--- config.mk ---
export PLATFORM = sky130hd
export DESIGN_NAME = wb_i2c_cmdq
export DESIGN_NICKNAME = d
export VERILOG_FILES = /design/src/rtl/wb_i2c_cmdq.sv
export SDC_FILE = /design/constraint.sdc
export NUM_CORES = 1
export LEC_CHECK = 0
export ABC_AREA = 0
export BUFFER_PORTS_ARGS = -buffer_cell sky130_fd_sc_hd__buf_4
export CORE_ASPECT_RATIO = 1.5
export CORE_MARGIN = 1.5
export CORE_UTILIZATION = 40
export DETAILED_ROUTE_END_ITERATION = 10
export PLACE_DENSITY = 0.55
export SLEW_MARGIN = 20
export SYNTH_ARGS = -nofsm -noshare
export SYNTH_HDL_FRONTEND = slang
export SYNTH_SLANG_ARGS = --single-unit
--- constraint.sdc ---
create_clock -name i_clk -period 11 [get_ports i_clk]
set_clock_uncertainty 0.15 [all_clocks]
set_input_delay 0.55 -clock i_clk [delete_from_list [all_inputs] [get_ports i_clk]]
set_output_delay 0.55 -clock i_clk [all_outputs]
set_load 0.05 [all_outputs]
--- src/rtl/wb_i2c_cmdq.sv ---
// wb_i2c_cmdq: Wishbone pipelined slave that queues I2C byte commands for the byte engine.
//
// Purpose:
//   Accepts 32-bit register writes from the AXI-lite-to-Wishbone bridge, pushes
//   TXCMD words into a first-word-fall-through FIFO, and offers them to the I2C
//   byte engine as a valid/ready stream. Also exposes CTRL and STATUS registers.
//
// Register map (word address, upper bits must be zero):
//   0 TXCMD  W: push {rd,stop,start,byte} = data[10:0] when sel[1:0]==2'b11; R: 0
//   1 CTRL   RW: [0] enable, [1] flush (write-1 action, reads 0), [2] irq_en
//   2 STATUS R: [0] empty, [1] full, [8 +: LGFIFO+1] fill count; W: error
//   3 -      error
//
// Ports:
//   i_clk, w_reset                 clock, synchronous active-high reset
//   i_wb_cyc/stb/we/addr/data/sel  Wishbone request
//   o_wb_stall/ack/err/data        Wishbone response (ack/err one cycle after acceptance)
//   o_cmd_valid, i_cmd_ready       command stream handshake
//   o_cmd_byte/start/stop/rd       command fields, read from the FIFO head
//   o_irq                          registered level interrupt: queue drained
module wb_i2c_cmdq #(
    parameter int AW     = 26,
    parameter int DW     = 32,
    parameter int LGFIFO = 4
) (
    input  logic            i_clk,
    input  logic            w_reset,
    input  logic            i_wb_cyc,
    input  logic            i_wb_stb,
    input  logic            i_wb_we,
    input  logic [AW-1:0]   i_wb_addr,
    input  logic [DW-1:0]   i_wb_data,
    input  logic [DW/8-1:0] i_wb_sel,
    output logic            o_wb_stall,
    output logic            o_wb_ack,
    output logic            o_wb_err,
    output logic [DW-1:0]   o_wb_data,
    output logic            o_cmd_valid,
    input  logic            i_cmd_ready,
    output logic [7:0]      o_cmd_byte,
    output logic            o_cmd_start,
    output logic            o_cmd_stop,
    output logic            o_cmd_rd,
    output logic            o_irq
);
    localparam int DEPTH = 1 << LGFIFO;

    logic [10:0]     mem [DEPTH];
    logic [LGFIFO:0] wr_q, wr_d, rd_q, rd_d, fill;
    logic            enable_q, enable_d, irq_en_q, irq_en_d;
    logic            ack_q, ack_d, err_q, err_d, irq_q, irq_d;
    logic [DW-1:0]   data_q, data_d, rdata, status;
    logic [1:0]      a;
    logic            upper_zero, accept, bad, empty, full, push, pop, ctrl_wr, flush;
    logic            unused;

    assign a          = i_wb_addr[1:0];
    assign upper_zero = ~|i_wb_addr[AW-1:2];
    assign empty      = wr_q == rd_q;
    assign full       = (wr_q[LGFIFO] != rd_q[LGFIFO]) && (wr_q[LGFIFO-1:0] == rd_q[LGFIFO-1:0]);
    assign fill       = wr_q - rd_q;
    // Stall looks only at full: a same-cycle pop does not free a slot until the next cycle.
    assign o_wb_stall = i_wb_stb && i_wb_we && a == 2'd0 && upper_zero && full;
    assign accept     = i_wb_cyc && i_wb_stb && !o_wb_stall;
    assign bad        = !upper_zero || a == 2'd3 || (a == 2'd2 && i_wb_we);
    assign push       = accept && i_wb_we && !bad && a == 2'd0 && i_wb_sel[1:0] == 2'b11;
    assign ctrl_wr    = accept && i_wb_we && !bad && a == 2'd1 && i_wb_sel[0];
    assign flush      = ctrl_wr && i_wb_data[1];
    assign o_cmd_valid = enable_q && !empty;
    assign pop        = o_cmd_valid && i_cmd_ready;
    assign {o_cmd_rd, o_cmd_stop, o_cmd_start, o_cmd_byte} = mem[rd_q[LGFIFO-1:0]];
    assign o_wb_ack   = ack_q;
    assign o_wb_err   = err_q;
    assign o_wb_data  = data_q;
    assign o_irq      = irq_q;
    assign unused     = ^{i_wb_sel[DW/8-1:2], i_wb_data[DW-1:11]};

    always_comb begin
        status = '0;
        status[0] = empty;
        status[1] = full;
        status[8 +: LGFIFO+1] = fill;
    end

    assign rdata = a == 2'd1 ? DW'({irq_en_q, 1'b0, enable_q}) : a == 2'd2 ? status : '0;

    always_comb begin
        // Flush wins over any pop or push in the same cycle.
        wr_d     = flush ? '0 : wr_q + (LGFIFO+1)'(push);
        rd_d     = flush ? '0 : rd_q + (LGFIFO+1)'(pop);
        enable_d = ctrl_wr ? i_wb_data[0] : enable_q;
        irq_en_d = ctrl_wr ? i_wb_data[2] : irq_en_q;
        ack_d    = accept && !bad;
        err_d    = accept && bad;
        data_d   = (accept && !bad && !i_wb_we) ? rdata : '0;
        irq_d    = irq_en_q && enable_q && empty;
    end

    always_ff @(posedge i_clk) begin
        if (w_reset) begin
            wr_q     <= '0;
            rd_q     <= '0;
            enable_q <= 1'b0;
            irq_en_q <= 1'b0;
            ack_q    <= 1'b0;
            err_q    <= 1'b0;
            data_q   <= '0;
            irq_q    <= 1'b0;
        end else begin
            wr_q     <= wr_d;
            rd_q     <= rd_d;
            enable_q <= enable_d;
            irq_en_q <= irq_en_d;
            ack_q    <= ack_d;
            err_q    <= err_d;
            data_q   <= data_d;
            irq_q    <= irq_d;
        end
    end

    // FIFO storage is intentionally not reset.
    always_ff @(posedge i_clk) begin
        if (push)
            mem[wr_q[LGFIFO-1:0]] <= i_wb_data[10:0];
    end
endmodule

==> results.txt <==
status: completed
initial detailed-routing violation count: 249
Root Driver: clkbuf_16
unrepaired setup endpoints after global routing: no
antenna violations before repair: 0
Final Hold Fails: 0
Worst R2R Setup Slack: 7760 ps
clock latency on the worst-skew pair: 420 ps
TritonCTS clock tree: yes
max-cap check violation count: 0
power per cell area: 151 mW/mm²
Max H-tree Level: 4
row cnt: 63
n_diodes: 0
number of setup buffers added after CTS: 0
Cell Area, Synth: 0.00806 mm²
Final Hold Slack: 174 ps
DR DRC count: 0
Routed WL per cell: 21.7 µm
initial core utilization: 0.408
Seq/Total Area, Yosys: 0.712
# port buffers: 68
gpl congestion: 0.741
post-layout minimum cycle time: 3390 ps
Crit Path Max Fanout: 45
Final ANT Viol Nets: 0
DRT Wirelength: 17.8 mm
Yosys reg bits: 199
hold buffer count at CTS: 0
Max stage delay on crit path: 710 ps
CP arrival: 2690 ps
Syn. warnings: 0
Die ar.: 0.0210 mm²
Reg2Reg Depth: 6
post-synth cell types: 38
Via Count: 4368
first-pass GRT wire length: 27.3 mm
Max Slew Vio Count: 0
hpwl dp: 11.2 mm
R2R Path End: mem[10][7]
Vias per Instance: 5.33
total congestion overflow: 0
Worst-Margin Slew: 908 ps
Worst Hold Launch: w_reset
clock buffer count from CTS: 17
core box area: 0.0198 mm²
CTS clock-pin slew for the worst setup and hold paths: 70 ps
Total Routing Usage GR: 0.180
I/O pin cnt: 116
Max clock buf depth: 2
final setup vio count: 0
CTS resizes: 0
Hold EP: irq_en_q
Synth Area per Inst: 17.5 µm²
period utilisation layout: 0.308
endpoint class of the critical path: output port
Critical Path, Cell by Cell: buf_4 > mux4_2 > a22oi_1 > nand2_1 > buf_4
Total Neg Setup Slack: 0 ps
die width: 119 µm
Mapped Cells: 460
Layout Nets: 624
Crit path top cell by count: buf_4
Sink Count: 199
Crit path required time: 10300 ps
layout cells sized above 1: 0.330
Worst Setup Path Type: flop to output port
FMAX: 0.295 GHz
slowest CP cell: buf_4
worst min-delay path class: input port to flop
WHS Path Cells: 2
vias in the first global route: 4561
area grow syn2layout: 18.0%
worst reg2reg startpoint: wr_q[2]
chip height: 177 µm
Initial DRT Pass Iterations: 4
relative slew slack: 0.395
largest net degree at the start of global routing: 48
VDD IR max: 0.0000985 V
launch point of the worst path: rd_q[0]
Buf+Inv Stages, Crit Path: 2
CP delay by family, top: buffers and inverters
CP Launch Type: flop
P_leak: 3.11 nW
-- worst max-delay path by stage --
stage               cells past startpoint  slack, ps            end
floorplan                               8       7380     mem[11][0]
global placement                        6       7740     mem[10][2]
detailed placement                      6       7640     mem[10][1]
CTS                                     5       7470  o_cmd_byte[3]
global route                            5       7370     o_cmd_stop
finish                                  5       7610  o_cmd_byte[6]
-- worst reg2reg max path: cells and delay by family, from the launching register on --
| kind | cells | cell delay (ps) |
|---|---|---|
| buffers and inverters | 1 | 310 |
| and+or+nand+nor | 4 | 1510 |
| DFF | 1 | 610 |
| adders and majority gates | 1 | 340 |
-- through the flow --
| stage | setup slack, ps | cells | power (mW) | instance area, µm² | util |
|---|---|---|---|---|---|
| floorplan | 7380 | 483 | 0.866 | 8150 | - |
| global placement | 7740 | 788 | 0.881 | 8970 | 0.453 |
| detailed placement | 7640 | 788 | 0.882 | 8970 | 0.453 |
| CTS | 7470 | 820 | 1.46 | 9510 | 0.481 |
| global route | 7370 | 820 | 1.49 | 9510 | 0.481 |
| finish | 7610 | 820 | 1.44 | 9510 | 0.481 |
-- power breakdown --
part | switching [mW] | leakage, nW | total, mW | internal, mW
Sequential | 0.0000505 | 1.77 | 0.820 | 0.820
Clock | 0.279 | 0.257 | 0.576 | 0.297
Combinational | 0.0335 | 1.09 | 0.0455 | 0.0120
Total | 0.312 | 3.11 | 1.44 | 1.13
-- logic make-up (layout without fill, tap and decap cells) --
kind of cell / count (synthesis) / after routing / share of synthesized area
AOI/OAI and AO/OA: 35 / 35 / 0.0306
xor gates and xnor gates: 8 / 8 / 0.00869
adders and majority gates: 9 / 9 / 0.0149
buffers and inverters: 58 / 135 / 0.0394
DFF: 199 / 199 / 0.712
muxes: 44 / 44 / 0.123
other: 1 / 24 / 0.000465
and+or+nand+nor: 106 / 106 / 0.0706
-- area by class of cell --
type | instances | area, µm²
flip-flops and latches | 199 | 5750
clock buffers | 19 | 433
fillers | 1659 | 10300
repair buffers | 89 | 668
well taps | 260 | 325
inverters | 14 | 52.6
multi-input cells | 226 | 2170
clock inverters | 13 | 113
-- per-layer routing --
layer / track usage / vias up / wire [µm]
li1: - / 1956 / -
met1: 0.206 / 2278 / 6940
met2: 0.343 / 126 / 10100
met3: 0.0354 / 8 / 668
met4: 0.0427 / 0 / 147
met5: 0 / - / 0
-- Yosys cell counts, drive strengths merged --
library cell  count  area, µm²
or3               4       25.0
conb              1       3.75
a32oi             1       8.76
a22oi            22        165
and2              2       12.5
buf              34        228
nor3             19       95.1
nor4             10       62.6
inv              14       52.6
a21boi            1       7.51
nand4             6       52.6
clkbuf           10       37.5
nor2b             6       37.5
and4              2       17.5
nor2             21       86.3
nand2            21       78.8
nand3b            1       7.51
xor2              4       35.0
a41oi             1       8.76
nor3b             2       15.0
fa                1       20.0
dfxtp            23        460
a41o              1       10.0
o21ai             5       25.0
edfxtp          176       5290
a21oi             3       15.0
nand3             8       40.0
xnor2             4       35.0
mux4             44        991
a31oi             1       6.26
or4b              1       10.0
or4               2       22.5
and3              1       6.26
ha                8        100
-- placed cells by master, fill, tap and decap left out, types with 5 or more instances in the layout --
| cell type | Yosys | routed |
|---|---|---|
| o21ai_0 | 5 | 5 |
| nand2_1 | 21 | 21 |
| nand4_1 | 5 | 5 |
| buf_4 | 24 | 89 |
| nor2b_1 | 6 | 6 |
| conb_1 | 1 | 24 |
| nand3_1 | 8 | 8 |
| nor2_1 | 20 | 20 |
| mux4_2 | 44 | 44 |
| inv_1 | 14 | 14 |
| edfxtp_1 | 176 | 176 |
| nor3_2 | 0 | 12 |
| dfxtp_1 | 23 | 21 |
| nor4_1 | 10 | 6 |
| nor3_1 | 19 | 7 |
| a22oi_1 | 22 | 22 |
| clkbuf_16 | 0 | 17 |
| ha_1 | 8 | 8 |
-- sequential cells by signal (all words and copies together), names as in the netlist --
name and count:
o_wb_ack 1, o_wb_data 8, irq_en_q 1, wr_q 5, rd_q 5, o_irq 1, enable_q 1, o_wb_err 1
mem 176
Note: power is estimated with default switching activity, not from simulation.
